==> src/rtl/cond_sequencer_if.sv <==
// Execute-stage bundle between the issue side and cond_sequencer.
// COND_PERF_EN adds the SquashCount/BranchCount performance counters.
interface cond_sequencer_if;
  logic       InstValid;
  logic       InstReady;
  logic       Hold;
  logic [1:0] Cond;
  logic [1:0] FlagsWrite;
  logic [3:0] ALUFlags;
  logic       RegWriteIn;
  logic       MemWriteIn;
  logic       BranchIn;
  logic       OutValid;
  logic       CondEx;
  logic       RegWriteOut;
  logic       MemWriteOut;
  logic       PCSrc;
  logic [3:0] Flags;
  logic       Flush;
`ifdef COND_PERF_EN
  logic [15:0] SquashCount;
  logic [15:0] BranchCount;
`endif

  modport master (
`ifdef COND_PERF_EN
    input  SquashCount, BranchCount,
`endif
    output InstValid, Hold, Cond, FlagsWrite, ALUFlags,
    output RegWriteIn, MemWriteIn, BranchIn,
    input  InstReady, OutValid, CondEx, RegWriteOut, MemWriteOut,
    input  PCSrc, Flags, Flush
  );

  modport slave (
`ifdef COND_PERF_EN
    output SquashCount, BranchCount,
`endif
    input  InstValid, Hold, Cond, FlagsWrite, ALUFlags,
    input  RegWriteIn, MemWriteIn, BranchIn,
    output InstReady, OutValid, CondEx, RegWriteOut, MemWriteOut,
    output PCSrc, Flags, Flush
  );
endinterface

==> src/rtl/cond_sequencer.sv <==
// Conditional-execution sequencer: NZCV flags, condition gating and branch flush.
// Optional performance counters are enabled by defining COND_PERF_EN.
module cond_sequencer #(
  parameter int FLUSH_CYCLES = 2
) (
  input  logic             clk,
  input  logic             rst_n,
  cond_sequencer_if.slave  bus
);

  localparam logic [0:0] ST_RUN   = 1'b0;
  localparam logic [0:0] ST_FLUSH = 1'b1;
  localparam logic [3:0] FLUSH_LOAD = 4'(FLUSH_CYCLES);
  localparam bit         FLUSH_EN   = (FLUSH_CYCLES > 0);

  logic [0:0] r_state;
  logic [3:0] r_cnt;
  logic [3:0] r_flags;
  logic       r_outValid;
  logic       r_condEx;
  logic       r_regWrite;
  logic       r_memWrite;
  logic       r_pcSrc;

  logic       w_accept;
  logic       w_condTrue;
  logic       w_exec;
  logic       w_taken;

  assign w_accept = bus.InstValid & ~bus.Hold;

  // Conditions look only at the committed flags, never at this instruction's ALUFlags.
  always_comb begin
    w_condTrue = 1'b1;
    case (bus.Cond)
      2'b00:   w_condTrue = 1'b1;
      2'b01:   w_condTrue = r_flags[2];
      2'b10:   w_condTrue = ~r_flags[2];
      default: w_condTrue = r_flags[3] ^ r_flags[0];
    endcase
  end

  assign w_exec  = w_accept & (r_state == ST_RUN) & w_condTrue;
  assign w_taken = w_exec & bus.BranchIn;

  always_ff @(posedge clk or negedge rst_n) begin
    if (!rst_n) begin
      r_state <= ST_RUN;
      r_cnt   <= 4'd0;
    end else if (!bus.Hold) begin
      if (r_state == ST_RUN) begin
        if (w_taken && FLUSH_EN) begin
          r_state <= ST_FLUSH;
          r_cnt   <= FLUSH_LOAD;
        end
      end else begin
        r_cnt <= r_cnt - 4'd1;
        if (r_cnt <= 4'd1) begin
          r_state <= ST_RUN;
        end
      end
    end
  end

  always_ff @(posedge clk or negedge rst_n) begin
    if (!rst_n) begin
      r_flags <= 4'b0000;
    end else if (w_exec) begin
      if (bus.FlagsWrite[1]) r_flags[3:2] <= bus.ALUFlags[3:2];
      if (bus.FlagsWrite[0]) r_flags[1:0] <= bus.ALUFlags[1:0];
    end
  end

  // Held cycles have no accept, so every registered output falls to 0 on its own.
  always_ff @(posedge clk or negedge rst_n) begin
    if (!rst_n) begin
      r_outValid <= 1'b0;
      r_condEx   <= 1'b0;
      r_regWrite <= 1'b0;
      r_memWrite <= 1'b0;
      r_pcSrc    <= 1'b0;
    end else begin
      r_outValid <= w_accept;
      r_condEx   <= w_exec;
      r_regWrite <= w_exec & bus.RegWriteIn;
      r_memWrite <= w_exec & bus.MemWriteIn;
      r_pcSrc    <= w_taken;
    end
  end

  assign bus.InstReady   = ~bus.Hold;
  assign bus.OutValid    = r_outValid;
  assign bus.CondEx      = r_condEx;
  assign bus.RegWriteOut = r_regWrite;
  assign bus.MemWriteOut = r_memWrite;
  assign bus.PCSrc       = r_pcSrc;
  assign bus.Flags       = r_flags;
  assign bus.Flush       = (r_state == ST_FLUSH);

`ifdef COND_PERF_EN
  logic [15:0] r_squashCount;
  logic [15:0] r_branchCount;

  always_ff @(posedge clk or negedge rst_n) begin
    if (!rst_n) begin
      r_squashCount <= 16'd0;
      r_branchCount <= 16'd0;
    end else begin
      if (w_accept && !w_exec && r_squashCount != 16'hFFFF)
        r_squashCount <= r_squashCount + 16'd1;
      if (w_taken && r_branchCount != 16'hFFFF)
        r_branchCount <= r_branchCount + 16'd1;
    end
  end

  assign bus.SquashCount = r_squashCount;
  assign bus.BranchCount = r_branchCount;
`endif

endmodule

==> src/flat_wrapper.sv <==
// flat-port wrapper written by rule: the top's interface ports become plain ports
module cond_sequencer_flat 
#(
  parameter int FLUSH_CYCLES = 2
)
  (clk, rst_n, bus_InstValid, bus_Hold, bus_Cond, bus_FlagsWrite, bus_ALUFlags, bus_RegWriteIn, bus_MemWriteIn, bus_BranchIn, bus_InstReady, bus_OutValid, bus_CondEx, bus_RegWriteOut, bus_MemWriteOut, bus_PCSrc, bus_Flags, bus_Flush);
  cond_sequencer_if bus_i ();
  input  logic clk;
  input  logic rst_n;
  input wire logic [$bits(bus_i.InstValid)-1:0] bus_InstValid;
  input wire logic [$bits(bus_i.Hold)-1:0] bus_Hold;
  input wire logic [$bits(bus_i.Cond)-1:0] bus_Cond;
  input wire logic [$bits(bus_i.FlagsWrite)-1:0] bus_FlagsWrite;
  input wire logic [$bits(bus_i.ALUFlags)-1:0] bus_ALUFlags;
  input wire logic [$bits(bus_i.RegWriteIn)-1:0] bus_RegWriteIn;
  input wire logic [$bits(bus_i.MemWriteIn)-1:0] bus_MemWriteIn;
  input wire logic [$bits(bus_i.BranchIn)-1:0] bus_BranchIn;
  output wire logic [$bits(bus_i.InstReady)-1:0] bus_InstReady;
  output wire logic [$bits(bus_i.OutValid)-1:0] bus_OutValid;
  output wire logic [$bits(bus_i.CondEx)-1:0] bus_CondEx;
  output wire logic [$bits(bus_i.RegWriteOut)-1:0] bus_RegWriteOut;
  output wire logic [$bits(bus_i.MemWriteOut)-1:0] bus_MemWriteOut;
  output wire logic [$bits(bus_i.PCSrc)-1:0] bus_PCSrc;
  output wire logic [$bits(bus_i.Flags)-1:0] bus_Flags;
  output wire logic [$bits(bus_i.Flush)-1:0] bus_Flush;
  assign bus_i.InstValid = bus_InstValid;
  assign bus_i.Hold = bus_Hold;
  assign bus_i.Cond = bus_Cond;
  assign bus_i.FlagsWrite = bus_FlagsWrite;
  assign bus_i.ALUFlags = bus_ALUFlags;
  assign bus_i.RegWriteIn = bus_RegWriteIn;
  assign bus_i.MemWriteIn = bus_MemWriteIn;
  assign bus_i.BranchIn = bus_BranchIn;
  assign bus_InstReady = bus_i.InstReady;
  assign bus_OutValid = bus_i.OutValid;
  assign bus_CondEx = bus_i.CondEx;
  assign bus_RegWriteOut = bus_i.RegWriteOut;
  assign bus_MemWriteOut = bus_i.MemWriteOut;
  assign bus_PCSrc = bus_i.PCSrc;
  assign bus_Flags = bus_i.Flags;
  assign bus_Flush = bus_i.Flush;
  cond_sequencer #(.FLUSH_CYCLES(FLUSH_CYCLES)) u_core (.clk(clk), .rst_n(rst_n), .bus(bus_i));
endmodule
==> config.mk <==
export PLATFORM = sky130hd
export DESIGN_NAME = cond_sequencer_flat
export DESIGN_NICKNAME = d
export VERILOG_FILES = /design/src/rtl/cond_sequencer_if.sv /design/src/rtl/cond_sequencer.sv /design/src/flat_wrapper.sv
export SDC_FILE = /design/constraint.sdc
export NUM_CORES = 1
export LEC_CHECK = 0
export CORE_MARGIN = 10
export CORE_UTILIZATION = 23
export CTS_BUF_LIST = sky130_fd_sc_hd__clkbuf_2 sky130_fd_sc_hd__clkbuf_4 sky130_fd_sc_hd__clkbuf_8
export DETAILED_ROUTE_END_ITERATION = 8
export GPL_ROUTABILITY_DRIVEN = 0
export PLACE_DENSITY = 0.49
export SYNTH_ARGS = -nofsm -noshare
export SYNTH_HDL_FRONTEND = slang
export SYNTH_SLANG_ARGS = --single-unit
==> constraint.sdc <==
create_clock -name clk -period 1.79 [get_ports clk]
set_input_delay 0.358 -clock clk [delete_from_list [all_inputs] [get_ports clk]]
set_output_delay 0.358 -clock clk [all_outputs]
set_load 0.01 [all_outputs]
==> summary.md, run 1 <==
| Metric | Value |
|---|---|
| Outcome | finished clean |
| Commonest non-fill, non-tap cells in the layout | 25 x clkdlybuf4s50_1, 14 x dfrtp_1, 4 x nand3_1, 4 x mux2_2, 4 x nor3_1 |
| HP Class | in -> async |
| HPWL after DPL | 1.173 mm |
| Sink Count | 14 |
| Clk_lat worst skew | 280 ps |
| Min Clock Period, post-route | 1746 ps |
| Top FF cell, synth | dfrtp_1 |
| Max rail drop VDD | 0.5835 mV |
| Die area | 5303 sq um |
| DRC | 0 |
| Grt ovf | 0 |
| 1st-pass router iterations | 2 |
| Worst path slowest cell | clkdlybuf4s50_1 |
| Reg-to-reg endpoint | u_core.bus.Flags[1]$_DFFE_PN0P_ |
| Final Cell Area | 974.7 sq um |
| H-tree depth | 1 |
| DR vias | 488 |
| Synth warnings | 0 |
| Part of the cycle the worst path needs | 0.9752 |
| Worst reg-to-reg path cell count | 4 |
| CP Launch Type | primary input |
| Post-Synthesis Net Count | 71 |
| Pleak | 0.0004314 uW |
| Layout cells sized above 1 | 0.2143 |
| Clock transition at path regs | 90 ps |
| Post-synth design cell area | 641.9 sq um |
| Setup slack after layout | 44.33 ps |
| Flops & latches, synth | 14 |
| Buf+Inv Stages, Crit Path | 3 |
| Critical Path Fanout Max | 3 |
| Routed WL per cell | 12.77 um |
| Initial drt markers | 23 |
| Ys async rst share | 1.000 |
| Row cnt | 19 |
| Die H | 72.83 um |
| Post-CTS Resized | 0 |
| Root Buffer | clkbuf_4 |
| Slew Limit Fails | 0 |
| Fmax | 0.5728 GHz |
| Crit-path max cell delay | 530 ps |
| Setup TNS | 0 ps |
| Final WL | 1.468 mm |
| Final setup vio count | 0 |
| DP Area | 938.4 sq um |
| Worst R2R Start | u_core.bus.Flags[2]$_DFFE_PN0P_ |
| Number of enable flip-flop cells after synthesis | 0 |
| Worst R2R Setup Slack | 350 ps |
| CTS tree | built |
| Area of the core | 2710 sq um |
| Commonest non-fill, non-tap cell in the layout | clkdlybuf4s50_1 |
| Worst EP arrival | 1390 ps |
| Io pins | 26 |
| Initial Utilization | 0.2368 |
| Seq/Total Area, Yosys | 0.5458 |
| Layout filler cell count | 293 |
| Initial antenna violation count | 0 |
| Critical Path RT | 1430 ps |
| Type of destination of the critical path | output pin |
| Final #Nets | 102 |
| Crit path max-delay family | buffers and inverters |
| Largest net degree at the start of global routing | 15 |
| Layout Skew | 6.765 ps |
| Antenna-violating nets left | 0 |
| Avg Cell Area, Syn | 11.89 sq um |
| Critical path class | in -> out |
| Number of max-cap violations | 0 |
| Buffer count from post-CTS setup fixing | 0 |
| Power Total | 1239 uW |
| CP dominant cell by count | clkdlybuf4s50_1 |
| Worst path depth | 3 |
| N_diodes | 0 |
| Unrepaired setup endpoints after global routing | no |
| GRT Resource Usage Total | 0.05747 |
| CTS Buf Count | 3 |
| Number of global-route vias before repair | 521 |
| Final Hold Fails | 0 |
| CP cell instances | clkdlybuf4s50_1 > inv_1 > clkdlybuf4s50_1 |
| Area delta synth->final | 51.85% |
| DP Worst Slack | 30.98 ps |
| Global-route wire length before repair | 2.415 mm |
| Synth unique cells | 23 |
| Die Wd | 72.83 um |
| Worst-Margin Slew | 254.4 ps |
| Drt via density | 4.243 |
| Pwr dens | 1271 nW/um^2 |
| Slew headroom | 0.8304 |
| Post-synthesis cell count | 54 |
| Hold-fix buffers, CTS | 0 |
| Clock buffer depth | 2 |
| Buffers on Ports | 25 |
-- area by class of cell --
| class | instances | area (sq um) | area share |
|---|---|---|---|
| Clock buffer | 4 | 36.28 | 0.03723 |
| Multi-Input combinational cell | 35 | 265.3 | 0.2721 |
| Inverter | 3 | 11.26 | 0.01155 |
| Timing Repair Buffer | 28 | 272.8 | 0.2798 |
| Tap cell | 31 | 38.79 | 0.03979 |
| Sequential cell | 14 | 350.3 | 0.3594 |
-- per-layer routing --
metal  GRT usage  routed length, um
met1     0.06049                601
met2     0.09827                748
met3     0.01905                 85
met4     0.03165                 32
met5           0                  0
-- stage by stage --
| step | util | hold WS (ps) | instances |
|---|---|---|---|
| detailed placement | 0.3463 | 502.6 | 111 |
| global placement | 0.3463 | 500.6 | 111 |
| global route | 0.3596 | 382.3 | 115 |
| floorplan | - | 62.41 | 54 |
| finish | 0.3596 | 372.5 | 115 |
| CTS | 0.3596 | 373.5 | 115 |
-- Yosys cell counts, types with 2 or more instances --
master / count / share of area
nor3_1: 4 / 0.031
dfrtp_1: 14 / 0.55
nand3_1: 4 / 0.031
nor2b_1: 2 / 0.019
nor2_1: 2 / 0.012
xnor2_1: 2 / 0.027
o21ai_0: 3 / 0.023
mux2_2: 4 / 0.070
ha_1: 2 / 0.039
inv_1: 3 / 0.018
and3_2: 2 / 0.023
-- logic make-up (layout without fill, tap and decap cells) --
family	count (synthesis)	after routing	synth area share
muxes	6	6	0.1092
and+or+nand+nor	18	18	0.1598
buffers and inverters	5	35	0.04093
adders and majority gates	2	2	0.03898
xor gates and xnor gates	2	2	0.02730
DFF	14	14	0.5458
AOI/OAI and AO/OA	7	7	0.07798
-- flip-flops by register name, summed over array words and instances, names as in the netlist --
signal,cells
u_core.bus.PCSrc,1
u_core.bus.MemWriteOut,1
u_core.r_cnt,4
u_core.bus.Flush,1
u_core.bus.OutValid,1
u_core.bus.RegWriteOut,1
u_core.bus.CondEx,1
u_core.bus.Flags,4
-- how the worst max path moves through the flow --
stage | start | endpoint | slack (ps)
2_1_floorplan | u_core.bus.Flags[2]$_DFFE_PN0P_ | u_core.r_cnt[1]$_DFFE_PN0P_ | 400
3_3_place_gp | bus_Hold | bus_InstReady | 40
3_5_place_dp | bus_Hold | bus_InstReady | 30
4_1_cts | bus_Hold | bus_InstReady | 30
5_1_grt | bus_Hold | bus_InstReady | 0.3
6_report | bus_Hold | bus_InstReady | 40
-- power by group --
group	switching (uW)	internal, uW	total (uW)
sequential	86.6	413	499
clock	106	124	230
combinational	198	312	510
Note: power is estimated with default switching activity, not from simulation.
==> run 2, diff against run 1 <==
--- a/config.mk
+++ b/config.mk
@@ -6,11 +6,11 @@
 export NUM_CORES = 1
 export LEC_CHECK = 0
 export CORE_MARGIN = 10
-export CORE_UTILIZATION = 23
+export CORE_UTILIZATION = 43
 export CTS_BUF_LIST = sky130_fd_sc_hd__clkbuf_2 sky130_fd_sc_hd__clkbuf_4 sky130_fd_sc_hd__clkbuf_8
 export DETAILED_ROUTE_END_ITERATION = 8
 export GPL_ROUTABILITY_DRIVEN = 0
-export PLACE_DENSITY = 0.49
+export PLACE_DENSITY = 0.81
 export SYNTH_ARGS = -nofsm -noshare
 export SYNTH_HDL_FRONTEND = slang
 export SYNTH_SLANG_ARGS = --single-unit
==> run 2 against run 1 <==
  * Combinational power rose by 4.7%
  * Non-clock buffer count increased by 1
  * First-iteration DRC count fell by 83%
  * Flip-flop and latch count is the same
  * Design area fell by 2.4%
  * Sequential power hardly changed
  * Setup slack improved by 96 ps
  * Utilization increased by 34 points
  * Sequential share of layout area up 0.90 points
  * Power is 2.3% lower
  * Global-route usage up 4.4 points
==> summary.md, run 2 (synthesis results as in run 1) <==
| Metric | Value |
|---|---|
| Initial Utilization | 0.4754 (+0.2386) |
| Min Clock Period, post-route | 1650 ps (-95.82 ps) |
| Part of the cycle the worst path needs | 0.9217 (-0.05353) |
| Root Buffer | clkbuf_4 |
| Global-route wire length before repair | 2.649 mm (+9.7%) |
| Final Hold Fails | 0 (unchanged) |
| HP Class | in -> async |
| Crit-path max cell delay | 570 ps (+40 ps) |
| Die area | 3438 sq um (-35%) |
| Power Total | 1210 uW (-2.3%) |
| Pwr dens | 1273 nW/um^2 (+0.10%) |
| Worst R2R Start | u_core.bus.Flags[2]$_DFFE_PN0P_ |
| Die Wd | 58.64 um (-19%) |
| GRT Resource Usage Total | 0.1014 (+0.04396) |
| Io pins | 26 (unchanged) |
| CP cell instances | clkdlybuf4s50_1 |
| Clk_lat worst skew | 280 ps (about the same) |
| Commonest non-fill, non-tap cells in the layout | 24 x clkdlybuf4s50_1, 14 x dfrtp_1 |
| Commonest non-fill, non-tap cell in the layout | clkdlybuf4s50_1 |
| Number of global-route vias before repair | 567 (+8.8%) |
| N_diodes | 0 (unchanged) |
| Fmax | 0.6061 GHz (+5.8%) |
| Type of destination of the critical path | output pin |
| Antenna-violating nets left | 0 (unchanged) |
| DR vias | 513 (+5.1%) |
| Number of max-cap violations | 0 (unchanged) |
| Clock transition at path regs | 80 ps (about the same) |
| Layout Skew | 2.961 ps (-3.805 ps) |
| Buffer count from post-CTS setup fixing | 0 (unchanged) |
| Critical Path Fanout Max | 4 (+1) |
| Routed WL per cell | 16.03 um (+26%) |
| Largest net degree at the start of global routing | 9 (-6) |
| Slew headroom | 0.7607 (-0.06967) |
| Setup slack after layout | 140.2 ps (+95.82 ps) |
| Critical path class | reg -> out |
| DRC | 0 (unchanged) |
| CTS tree | built |
| HPWL after DPL | 1.321 mm (+13%) |
| Layout cells sized above 1 | 0.2143 (unchanged) |
| Initial antenna violation count | 0 (unchanged) |
| Crit path max-delay family | buffers and inverters |
| DP Worst Slack | 18.57 ps (-12.42 ps) |
| Critical Path RT | 1430 ps (about the same) |
| Layout filler cell count | 98 (-67%) |
| CP Launch Point | u_core.bus.Flags[2]$_DFFE_PN0P_ |
| Worst path slowest cell | clkdlybuf4s50_1 |
| Final setup vio count | 0 (unchanged) |
| Worst-Margin Slew | 357.8 ps (+103.4 ps) |
| Setup TNS | 0 ps (unchanged) |
| Buf+Inv Stages, Crit Path | 1 (-2) |
| Post-layout util | 0.7044 (+0.3447) |
| Outcome | finished clean |
| Final WL | 1.587 mm (+8.1%) |
| Row cnt | 13 (-6) |
| Die H | 58.64 um (-19%) |
| Slew Limit Fails | 0 (unchanged) |
| Final #Nets | 103 (+0.98%) |
| Max rail drop VDD | 0.7116 mV (+22%) |
| H-tree depth | 1 (unchanged) |
| Initial drt markers | 4 (-83%) |
| Drt via density | 5.182 (+22%) |
| Worst EP arrival | 1290 ps (-100 ps) |
| Area of the core | 1350 sq um (-50%) |
| Buffers on Ports | 25 (unchanged) |
| Unrepaired setup endpoints after global routing | no |
| CTS Buf Count | 3 (unchanged) |
| Pleak | 0.0004380 uW (+1.5%) |
| 1st-pass router iterations | 4 (+2) |
| Clock buffer depth | 2 (unchanged) |
| Sink Count | 14 (unchanged) |
| Grt ovf | 0 (unchanged) |
| Area delta synth->final | 48.15% |
| CP Launch Type | register |
## run 2: cell types whose count changed in the layout (fill, tap and decap cells not counted), sizes merged
cell	change
clkdlybuf4s50	-1
buf	+1
clkbuf	-1
dlymetal6s2s	+1
## run 2: path summary, 6_finish.rpt
path / end / slack (ps) / cells past startpoint
max: bus_Flags[2] / 140 / 1
min: u_core.bus.OutValid$_DFF_PN0_ / 350 / 1
max reg2reg: u_core.bus.Flags[0]$_DFFE_PN0P_ / 370 / 4
min reg2reg: u_core.bus.Flags[1]$_DFFE_PN0P_ / 510 / 1
max in group asynchronous: u_core.bus.Flags[3]$_DFFE_PN0P_ / 1010 / 2
min in group clk: u_core.bus.Flags[1]$_DFFE_PN0P_ / 510 / 1
## run 2: report_power, final
| part | leakage, uW | switching [uW] | internal [uW] |
|---|---|---|---|
| clock | 0.0000138 | 97.9 | 77.9 |
| combinational | 0.000245 | 210 | 324 |
| sequential | 0.000179 | 87.2 | 413 |
| total | 0.000438 | 395 | 815 |
## run 2: layout make-up
type | count | area [sq um] | share of cell area
sequential | 14 | 350.3 | 0.3684
timing repair buffer | 29 | 282.8 | 0.2974
multi-input combinational | 35 | 265.3 | 0.2789
clock buffer | 3 | 22.52 | 0.02368
tap | 15 | 18.77 | 0.01974
inverter | 3 | 11.26 | 0.01184
## run 2: what timing repair did
action | CTS | global route
setup endpoints to repair | 0 | 1
hold buffers | 0 | 0
gates resized for setup | 0 | 1
## run 2: routing by layer
layer | GRT usage | wire length, um | up-vias
met1 | 0.1020 | 640 | 246
met4 | 0.06885 | 47 | 0
li1 | - | - | 246
met5 | 0 | 0 | -
met2 | 0.1654 | 782 | 17
met3 | 0.04506 | 116 | 4
## run 2: stage by stage
| step | instance area [sq um] | cells | hold WS (ps) |
|---|---|---|---|
| 2_1_floorplan | 641.9 | 54 | 62.41 |
| 3_3_place_gp | 925.9 | 96 | 486.5 |
| 3_5_place_dp | 925.9 | 96 | 497.9 |
| 4_1_cts | 948.4 | 99 | 344.9 |
| 5_1_grt | 950.9 | 99 | 340.6 |
| 6_report | 950.9 | 99 | 349.2 |
==> run 3, diff against run 2 <==
--- a/config.mk
+++ b/config.mk
@@ -14,3 +14,4 @@
 export SYNTH_ARGS = -nofsm -noshare
 export SYNTH_HDL_FRONTEND = slang
 export SYNTH_SLANG_ARGS = --single-unit
+export TNS_END_PERCENT = 10
==> results of run 3 <==
No change in the layout: final DEF, timing and power equal those of run 2.
